File: config.mk
export PLATFORM = sky130hd
export DESIGN_NAME = ahb_apb_bridge_param
export DESIGN_NICKNAME = d
export VERILOG_FILES = /design/src/rtl/ahb_apb_bridge_param.sv
export SDC_FILE = /design/constraint.sdc
export NUM_CORES = 1
export LEC_CHECK = 0
export CELL_PAD_IN_SITES_DETAIL_PLACEMENT = 1
export CELL_PAD_IN_SITES_GLOBAL_PLACEMENT = 2
export CORE_ASPECT_RATIO = 1.25
export CORE_MARGIN = 1
export CORE_UTILIZATION = 35
export DETAILED_ROUTE_END_ITERATION = 8
export GPL_ROUTABILITY_DRIVEN = 0
export PLACE_DENSITY = 0.71
export RECOVER_POWER = 25
export SETUP_SLACK_MARGIN = 0.05
export SKIP_LAST_GASP = 1
export SYNTH_ARGS = -nofsm -noshare
export SYNTH_HDL_FRONTEND = slang
export SYNTH_SLANG_ARGS = --single-unit
File: constraint.sdc
create_clock -name Hclk -period 8.6 [get_ports Hclk]
set_clock_uncertainty 0.1 [all_clocks]
set_input_delay 1.29 -clock Hclk [delete_from_list [all_inputs] [get_ports Hclk]]
set_output_delay 1.29 -clock Hclk [all_outputs]
set_load 0.005 [all_outputs]
File: src/rtl/ahb_apb_bridge_param.sv
// AHB-lite slave to APB3 master bridge with a posted-write FIFO,
// a parameterised slave count, Pready wait states and Pslverr reporting.
module ahb_apb_bridge_param #(
    parameter int unsigned        DATA_W        = 32,
    parameter int unsigned        ADDR_W        = 32,
    parameter int unsigned        NUM_SLV       = 3,
    parameter logic [ADDR_W-1:0]  BASE_ADDR     = 32'h8000_0000,
    parameter int unsigned        SLV_SIZE_LOG2 = 26,
    parameter int unsigned        WBUF_DEPTH    = 4
) (
    input  logic                          Hclk,
    input  logic                          Hreset,
    input  logic                          Hreadyin,
    input  logic [1:0]                    Htrans,
    input  logic                          Hwrite,
    input  logic [ADDR_W-1:0]             Haddr,
    input  logic [DATA_W-1:0]             Hwdata,
    output logic [DATA_W-1:0]             Hrdata,
    output logic                          Hreadyout,
    output logic [1:0]                    Hresp,
    output logic [NUM_SLV-1:0]            Pselx,
    output logic                          Penable,
    output logic                          Pwrite,
    output logic [ADDR_W-1:0]             Paddr,
    output logic [DATA_W-1:0]             Pwdata,
    input  logic [DATA_W-1:0]             Prdata,
    input  logic                          Pready,
    input  logic                          Pslverr,
    output logic                          wr_err,
    output logic [$clog2(WBUF_DEPTH):0]   wbuf_count
);

    localparam int unsigned IDX_W = (NUM_SLV > 1) ? $clog2(NUM_SLV) : 1;
    localparam int unsigned PTR_W = $clog2(WBUF_DEPTH);
    localparam int unsigned CNT_W = PTR_W + 1;
    localparam int unsigned ENT_W = ADDR_W + DATA_W + IDX_W;

    // AHB data-phase state and APB master state
    typedef enum logic [2:0] {D_IDLE, D_WRITE, D_READ, D_RDONE, D_ERR1, D_ERR2} dph_t;
    typedef enum logic [1:0] {A_IDLE, A_SETUP, A_ACCESS} apb_t;

    dph_t               dph_q, dph_d;
    apb_t               apb_q, apb_d;
    logic [ADDR_W-1:0]  addr_q, addr_d;
    logic [IDX_W-1:0]   idx_q, idx_d;
    logic [DATA_W-1:0]  hrdata_q, hrdata_d;
    logic [NUM_SLV-1:0] psel_q, psel_d;
    logic               penable_q, penable_d;
    logic               pwrite_q, pwrite_d;
    logic [ADDR_W-1:0]  paddr_q, paddr_d;
    logic [DATA_W-1:0]  pwdata_q, pwdata_d;
    logic               wr_err_q, wr_err_d;
    logic [PTR_W-1:0]   wr_ptr_q, wr_ptr_d, rd_ptr_q, rd_ptr_d, nxt_ptr;
    logic [CNT_W-1:0]   count_q, count_d, remaining;
    logic [ENT_W-1:0]   mem_q [WBUF_DEPTH];

    // Address decode of the current AHB address phase
    logic [ADDR_W-1:0]  off, slot;
    logic [IDX_W-1:0]   dec_idx;
    logic               dec_hit, htrans_valid, hready, accept;
    assign off          = Haddr - BASE_ADDR;
    assign slot         = off >> SLV_SIZE_LOG2;
    assign dec_hit      = (Haddr >= BASE_ADDR) && (slot < ADDR_W'(NUM_SLV));
    assign dec_idx      = slot[IDX_W-1:0];
    assign htrans_valid = (Htrans == 2'b10) || (Htrans == 2'b11);

    // Data phase completes this cycle unless a read, an error, or a full-FIFO write is stalling
    logic fifo_full, push, pop, rd_done, new_rd, rd_req, fifo_avail;
    assign fifo_full = (count_q >= CNT_W'(WBUF_DEPTH));
    assign hready    = (dph_q == D_IDLE) || (dph_q == D_RDONE) || (dph_q == D_ERR2) ||
                       ((dph_q == D_WRITE) && !fifo_full);
    assign accept    = hready && Hreadyin && htrans_valid;
    assign push      = (dph_q == D_WRITE) && !fifo_full;
    assign pop       = (apb_q == A_ACCESS) && Pready && pwrite_q;
    assign rd_done   = (apb_q == A_ACCESS) && Pready && !pwrite_q;
    assign new_rd    = accept && dec_hit && !Hwrite;
    assign rd_req    = (dph_q == D_READ) || new_rd;

    // FIFO head after this cycle's pop; an empty FIFO forwards the entry being pushed
    logic [ADDR_W-1:0]  h_addr, m_addr, rd_addr;
    logic [DATA_W-1:0]  h_data, m_data;
    logic [IDX_W-1:0]   h_idx, m_idx, rd_idx;
    assign nxt_ptr    = rd_ptr_q + PTR_W'(pop);
    assign remaining  = count_q - CNT_W'(pop);
    assign fifo_avail = (remaining != '0) || push;
    assign {m_addr, m_data, m_idx} = mem_q[nxt_ptr];
    assign h_addr     = (remaining != '0) ? m_addr : addr_q;
    assign h_data     = (remaining != '0) ? m_data : Hwdata;
    assign h_idx      = (remaining != '0) ? m_idx  : idx_q;
    assign rd_addr    = (dph_q == D_READ) ? addr_q : Haddr;
    assign rd_idx     = (dph_q == D_READ) ? idx_q  : dec_idx;

    // AHB data-phase next state, address capture and read-data capture
    always_comb begin
        // NOTE: every signal gets a default first so no path leaves it unassigned (no latch).
        dph_d    = dph_q;
        addr_d   = addr_q;
        idx_d    = idx_q;
        hrdata_d = rd_done ? Prdata : hrdata_q;
        if (hready) begin
            dph_d = D_IDLE;
            if (accept) begin
                addr_d = Haddr;
                idx_d  = dec_idx;
                if (!dec_hit)    dph_d = D_ERR1;
                else if (Hwrite) dph_d = D_WRITE;
                else             dph_d = D_READ;
            end
        end else if (dph_q == D_ERR1) begin
            dph_d = D_ERR2;
        end else if ((dph_q == D_READ) && rd_done) begin
            dph_d = Pslverr ? D_ERR1 : D_RDONE;
        end
    end

    // APB master next state; the FIFO always wins over a pending read
    always_comb begin
        logic load;
        apb_d     = apb_q;
        psel_d    = psel_q;
        penable_d = penable_q;
        pwrite_d  = pwrite_q;
        paddr_d   = paddr_q;
        pwdata_d  = pwdata_q;
        wr_err_d  = wr_err_q;
        load      = 1'b0;
        case (apb_q)
            A_IDLE:   load = fifo_avail || rd_req;
            A_SETUP: begin
                apb_d     = A_ACCESS;
                penable_d = 1'b1;
            end
            A_ACCESS: begin
                if (Pready) begin
                    penable_d = 1'b0;
                    if (pwrite_q && Pslverr) wr_err_d = 1'b1;
                    if (fifo_avail || (pwrite_q && rd_req)) begin
                        load = 1'b1;
                    end else begin
                        apb_d  = A_IDLE;
                        psel_d = '0;
                    end
                end
            end
            default:  apb_d = A_IDLE;
        endcase
        if (load) begin
            apb_d     = A_SETUP;
            penable_d = 1'b0;
            if (fifo_avail) begin
                pwrite_d = 1'b1;
                paddr_d  = h_addr;
                pwdata_d = h_data;
                psel_d   = NUM_SLV'(1) << h_idx;
            end else begin
                pwrite_d = 1'b0;
                paddr_d  = rd_addr;
                psel_d   = NUM_SLV'(1) << rd_idx;
            end
        end
    end

    // FIFO pointer and occupancy update
    always_comb begin
        wr_ptr_d = wr_ptr_q + PTR_W'(push);
        rd_ptr_d = nxt_ptr;
        count_d  = count_q + CNT_W'(push) - CNT_W'(pop);
    end

    // Control and output registers, cleared by reset
    always_ff @(posedge Hclk or posedge Hreset) begin
        if (Hreset) begin
            dph_q     <= D_IDLE;
            apb_q     <= A_IDLE;
            addr_q    <= '0;
            idx_q     <= '0;
            hrdata_q  <= '0;
            psel_q    <= '0;
            penable_q <= 1'b0;
            pwrite_q  <= 1'b0;
            paddr_q   <= '0;
            pwdata_q  <= '0;
            wr_err_q  <= 1'b0;
            wr_ptr_q  <= '0;
            rd_ptr_q  <= '0;
            count_q   <= '0;
        end else begin
            // NOTE: non-blocking assignments so every flop samples pre-edge values.
            dph_q     <= dph_d;
            apb_q     <= apb_d;
            addr_q    <= addr_d;
            idx_q     <= idx_d;
            hrdata_q  <= hrdata_d;
            psel_q    <= psel_d;
            penable_q <= penable_d;
            pwrite_q  <= pwrite_d;
            paddr_q   <= paddr_d;
            pwdata_q  <= pwdata_d;
            wr_err_q  <= wr_err_d;
            wr_ptr_q  <= wr_ptr_d;
            rd_ptr_q  <= rd_ptr_d;
            count_q   <= count_d;
        end
    end

    // FIFO storage
    always_ff @(posedge Hclk) begin
        // NOTE: storage is not reset; count_q alone decides which entries are valid.
        if (push) mem_q[wr_ptr_q] <= {addr_q, Hwdata, idx_q};
    end

    assign Hrdata     = hrdata_q;
    assign Hreadyout  = hready;
    assign Hresp      = {1'b0, (dph_q == D_ERR1) || (dph_q == D_ERR2)};
    assign Pselx      = psel_q;
    assign Penable    = penable_q;
    assign Pwrite     = pwrite_q;
    assign Paddr      = paddr_q;
    assign Pwdata     = pwdata_q;
    assign wr_err     = wr_err_q;
    assign wbuf_count = count_q;

endmodule
==> results.tsv <==
stage	metric	value	unit
clock_network	H-Tree Depth	2	
pwr	Internal Power	0.005151	W
clock_network	postcts setup bufs	0	
synth	FFs w/ async S/R, synth	0.3632	
synth	XOR/XNOR share of the synthesized area	0.002769	
worst_setup_path	critical path cell sequence	clkdlybuf4s50_1, and4b_1, ha_4, buf_4, mux4_2, mux2_4, mux2_4	
clock_network	clk buf depth	3	
worst_setup_path	Worst Setup End Kind	register	
run_status	status	finished clean	
synth	synthesized flop and latch total	402	
worst_setup_path	critical path startpoint category	input pin	
drt	via count	8820	
synth	largest family of logic cells by synthesized area	multiplexers	
finish	Sequential Area	11340	um^2
clock_network	hold_buf cts	0	
synth	Distinct cells, synth	49	
synth	post-synthesis compound-gate area fraction	0.03600	
timing	pins over their slew limit	0	
timing	Least-Margin Pin Slew	1.041	ns
pwr	P_sw	0.002283	W
clock_network	CTS tree	done	
finish	fin util	0.4505	
clock_network	clk_lat worst skew	0.54	ns
worst_setup_path	CP Class	input pin to register	
timing	endpoints failing hold	0	
pwr	Seq pwr share	0.394	
worst_setup_path	slowest stage cell on the critical path	ha_4	
synth	Synthesized Nets	1054	
synth	adder-cell share of the synthesized area	0.005222	
die	Starting Density	0.3567	
finish	fillcell total	4367	
worst_setup_path	Worst path most repeated cell	mux2_4	
synth	Post-Syn Instances	944	
clock_network	clock-pin slew on the worst setup and hold paths	0.06	ns
drt	number of vias per cell	4.997	
finish	Layout area overhead	26.30	%
timing	RSZ-0062 raised after global routing	false	
clock_network	cts bufs inserted	43	
global_route	largest net degree at the start of global routing	90	
synth	Post-synth EDFFs	256	
job	max_cap viols	0	
timing	Slew headroom	0.3045	
min_path	Worst Hold Class	register to register	
min_path	HP Start	wr_err$_DFFE_PP0P_	
timing	period utilization	0.5078	
synth	sequential share of the synthesized area	0.7171	
die	Row Count	86	
timing	Setup TNS Final	0	ns
finish	Multi-input gate area	4268	um^2
die	core area	44330	um^2
drt	drt first pass iters	4	
min_path	Hold Path Stages	1	
pwr	Comb pwr share	0.357	
placed_design	port bufs	209	
worst_setup_path	CP max stage delay	0.76	ns
finish	final net count	1269	
synth	Synth Cell Area	15810	um^2
drt	1st-iter DRT viols	427	
global_route	first-pass GRT wire length	57950	um
synth	Synth Area per Inst	16.75	um^2
synth	Synth Area in Simple Gates	0.05665	
die	Die Area	46040	um^2
global_route	Tot GR Track Use	0.1685	
die	Die Span X	192.1	um
pwr	Switching Share	0.3071	
worst_setup_path	Worst Path Required	8.92	ns
global_route	initial antenna violation count	3	
placed_design	post-DP HPWL	22620	um
die	IO Pins	212	
synth	Post-synth top flop	edfxtp_1	
worst_setup_path	crit-path max FO	34	
timing	Final setup viols	0	
synth	post-synthesis mux area share	0.1629	
worst_setup_path	crit path DAT	4.69	ns
drt	Antenna Nets Post-Route	0	
worst_setup_path	R2R Setup Slk	4.98	ns
drt	Post-Route WL	37980	um
global_route	vias in the first global route	9616	
clock_network	clock sinks	402	
drt	number of remaining DRC errors	0	
global_route	grt ovf	0	
drt	wire per inst	21.52	um
clock_network	PostCTS Resize Cnt	0	
min_path	WHS Endpoint	wr_err$_DFFE_PP0P_	
pwr	Clock power frac	0.249	
timing	fmax	0.2290	GHz
worst_setup_path	worst r2r src	apb_q[0]$_DFFE_PP0P_	
timing	shortest period the worst path allows	4.368	ns
pwr	P_leak	7.162	nW
synth	YS warnings	0	
worst_setup_path	reg2reg end	Paddr[26]$_DFFE_PP0P_	
pwr	Max VDD drop	0.0002538	V
clock_network	Root Driver	clkbuf_16	
worst_setup_path	Reg2Reg Depth	6	
pwr	Power Density	372.2	nW/um^2
finish	proportion of layout cells with a drive suffix above 1	0.2148	
die	die height	239.7	um
-- cell usage in the layout, fill, tap and decap left out, types with 2 or more instances in the layout --
master / count
clkinv_1: 3
nor2_1: 66
o21ai_0: 3
dfrtp_1: 146
clkdlybuf4s50_1: 183
o21bai_1: 2
clkbuf_16: 43
mux4_2: 64
clkinvlp_4: 2
mux2_4: 3
clkbuf_1: 11
inv_6: 2
mux2_2: 93
ha_1: 4
a32o_1: 3
nand2b_1: 4
inv_1: 7
nor2b_1: 2
edfxtp_1: 256
nand2_1: 131
clkbuf_8: 6
a21oi_1: 4
clkinv_2: 7
mux2i_1: 2
a31oi_1: 63
dlygate4sd3_1: 26
mux2_1: 2
bufinv_16: 4
xnor2_1: 3
buf_4: 16
-- registers in the layout (all words and copies together), names as in the netlist --
| signal | count |
|---|---|
| wr_ptr_q | 2 |
| Pwdata | 32 |
| rd_ptr_q | 2 |
| dph_q | 3 |
| mem_q | 256 |
| addr_q | 32 |
| Pwrite | 1 |
| Hrdata | 32 |
| wbuf_count | 3 |
| Paddr | 32 |
| wr_err | 1 |
| apb_q | 2 |
| Pselx | 3 |
| Penable | 1 |
-- cell usage after synthesis (all sizes together), types with 3 or more instances --
cell / instances / area share
a21oi: 4 / 0.0013
a31oi: 63 / 0.025
a32o: 3 / 0.0019
buf: 24 / 0.0098
clkbuf: 31 / 0.0074
dfrtp: 146 / 0.23
edfxtp: 256 / 0.49
ha: 5 / 0.0040
inv: 8 / 0.0019
mux2: 98 / 0.070
mux4: 64 / 0.091
nand2: 131 / 0.031
nand2b: 4 / 0.0016
nor2: 67 / 0.016
o21ai: 4 / 0.0013
xnor2: 3 / 0.0017
-- worst max-delay path, delay by kind of cell --
kind | cells | cell delay [ns]
adders and majority gates | 1 | 0.76
buffers and inverters | 2 | 1.15
muxes | 3 | 1.16
and+or+nand+nor | 1 | 0.31
-- kinds of logic after synthesis --
kind of cell / after synthesis
AO/OA/AOI/OAI: 85
XOR/XNOR: 5
adder cells (fa/ha/maj): 6
buffers and inverters: 63
flip-flops: 402
multiplexers: 164
other: 1
AND/OR/NAND/NOR: 218
-- power by group through the flow --
stage / Combinational [W] / Sequential, W / Clock (W)
after floorplan: 0.00165 / 0.00293 / 0
after global placement: 0.00269 / 0.00295 / 0
after detailed placement: 0.00272 / 0.00298 / 0
after CTS: 0.00273 / 0.00294 / 0.00190
after global routing: 0.00291 / 0.00300 / 0.00197
final: 0.00265 / 0.00293 / 0.00185
-- per-layer routing --
metal | share of wire | track usage | vias up
li1 | - | - | 3996
met1 | 0.42 | 0.2098 | 4603
met2 | 0.52 | 0.2964 | 167
met3 | 0.041 | 0.03209 | 48
met4 | 0.017 | 0.04629 | 6
met5 | 0.0012 | 0 | -
-- how the worst max path moves through the flow --
stage	from	to	slack, ns	cells past startpoint
5_1_grt	Pready	Paddr[26]$_DFFE_PP0P_	3.99	7
4_1_cts	Pready	Paddr[26]$_DFFE_PP0P_	4.12	7
2_1_floorplan	wbuf_count[2]$_DFF_PP0_	mem_q[1][10]$_DFFE_PP_	2.15	3
6_report	Pready	Paddr[26]$_DFFE_PP0P_	4.23	7
3_3_place_gp	Pready	Paddr[26]$_DFFE_PP0P_	3.54	7
3_5_place_dp	Pready	Paddr[26]$_DFFE_PP0P_	3.58	7
-- layout make-up --
class,instances,area share
Antenna cell,1,0.0001253
Multi-Input combinational cell,479,0.2137
Timing Repair Buffer,225,0.1108
Tap cell,572,0.03583
Clock inverter,18,0.009961
Inverter,8,0.001754
Sequential cell,402,0.5678
Clock buffer,60,0.06008
-- per-stage QoR --
step / setup slack [ns] / cells / cell area [um^2] / hold WS [ns] / power [W]
finish: 4.232 / 1765 / 19970 / 0.3583 / 0.007434
global route: 3.988 / 1764 / 19970 / 0.3857 / 0.007887
CTS: 4.119 / 1764 / 19970 / 0.3660 / 0.007582
detailed placement: 3.578 / 1686 / 18570 / 0.3521 / 0.005699
global placement: 3.544 / 1686 / 18570 / 0.3448 / 0.005634
floorplan: 2.151 / 944 / 15810 / 0.3510 / 0.004583
Power figures use the tool's default switching activity.
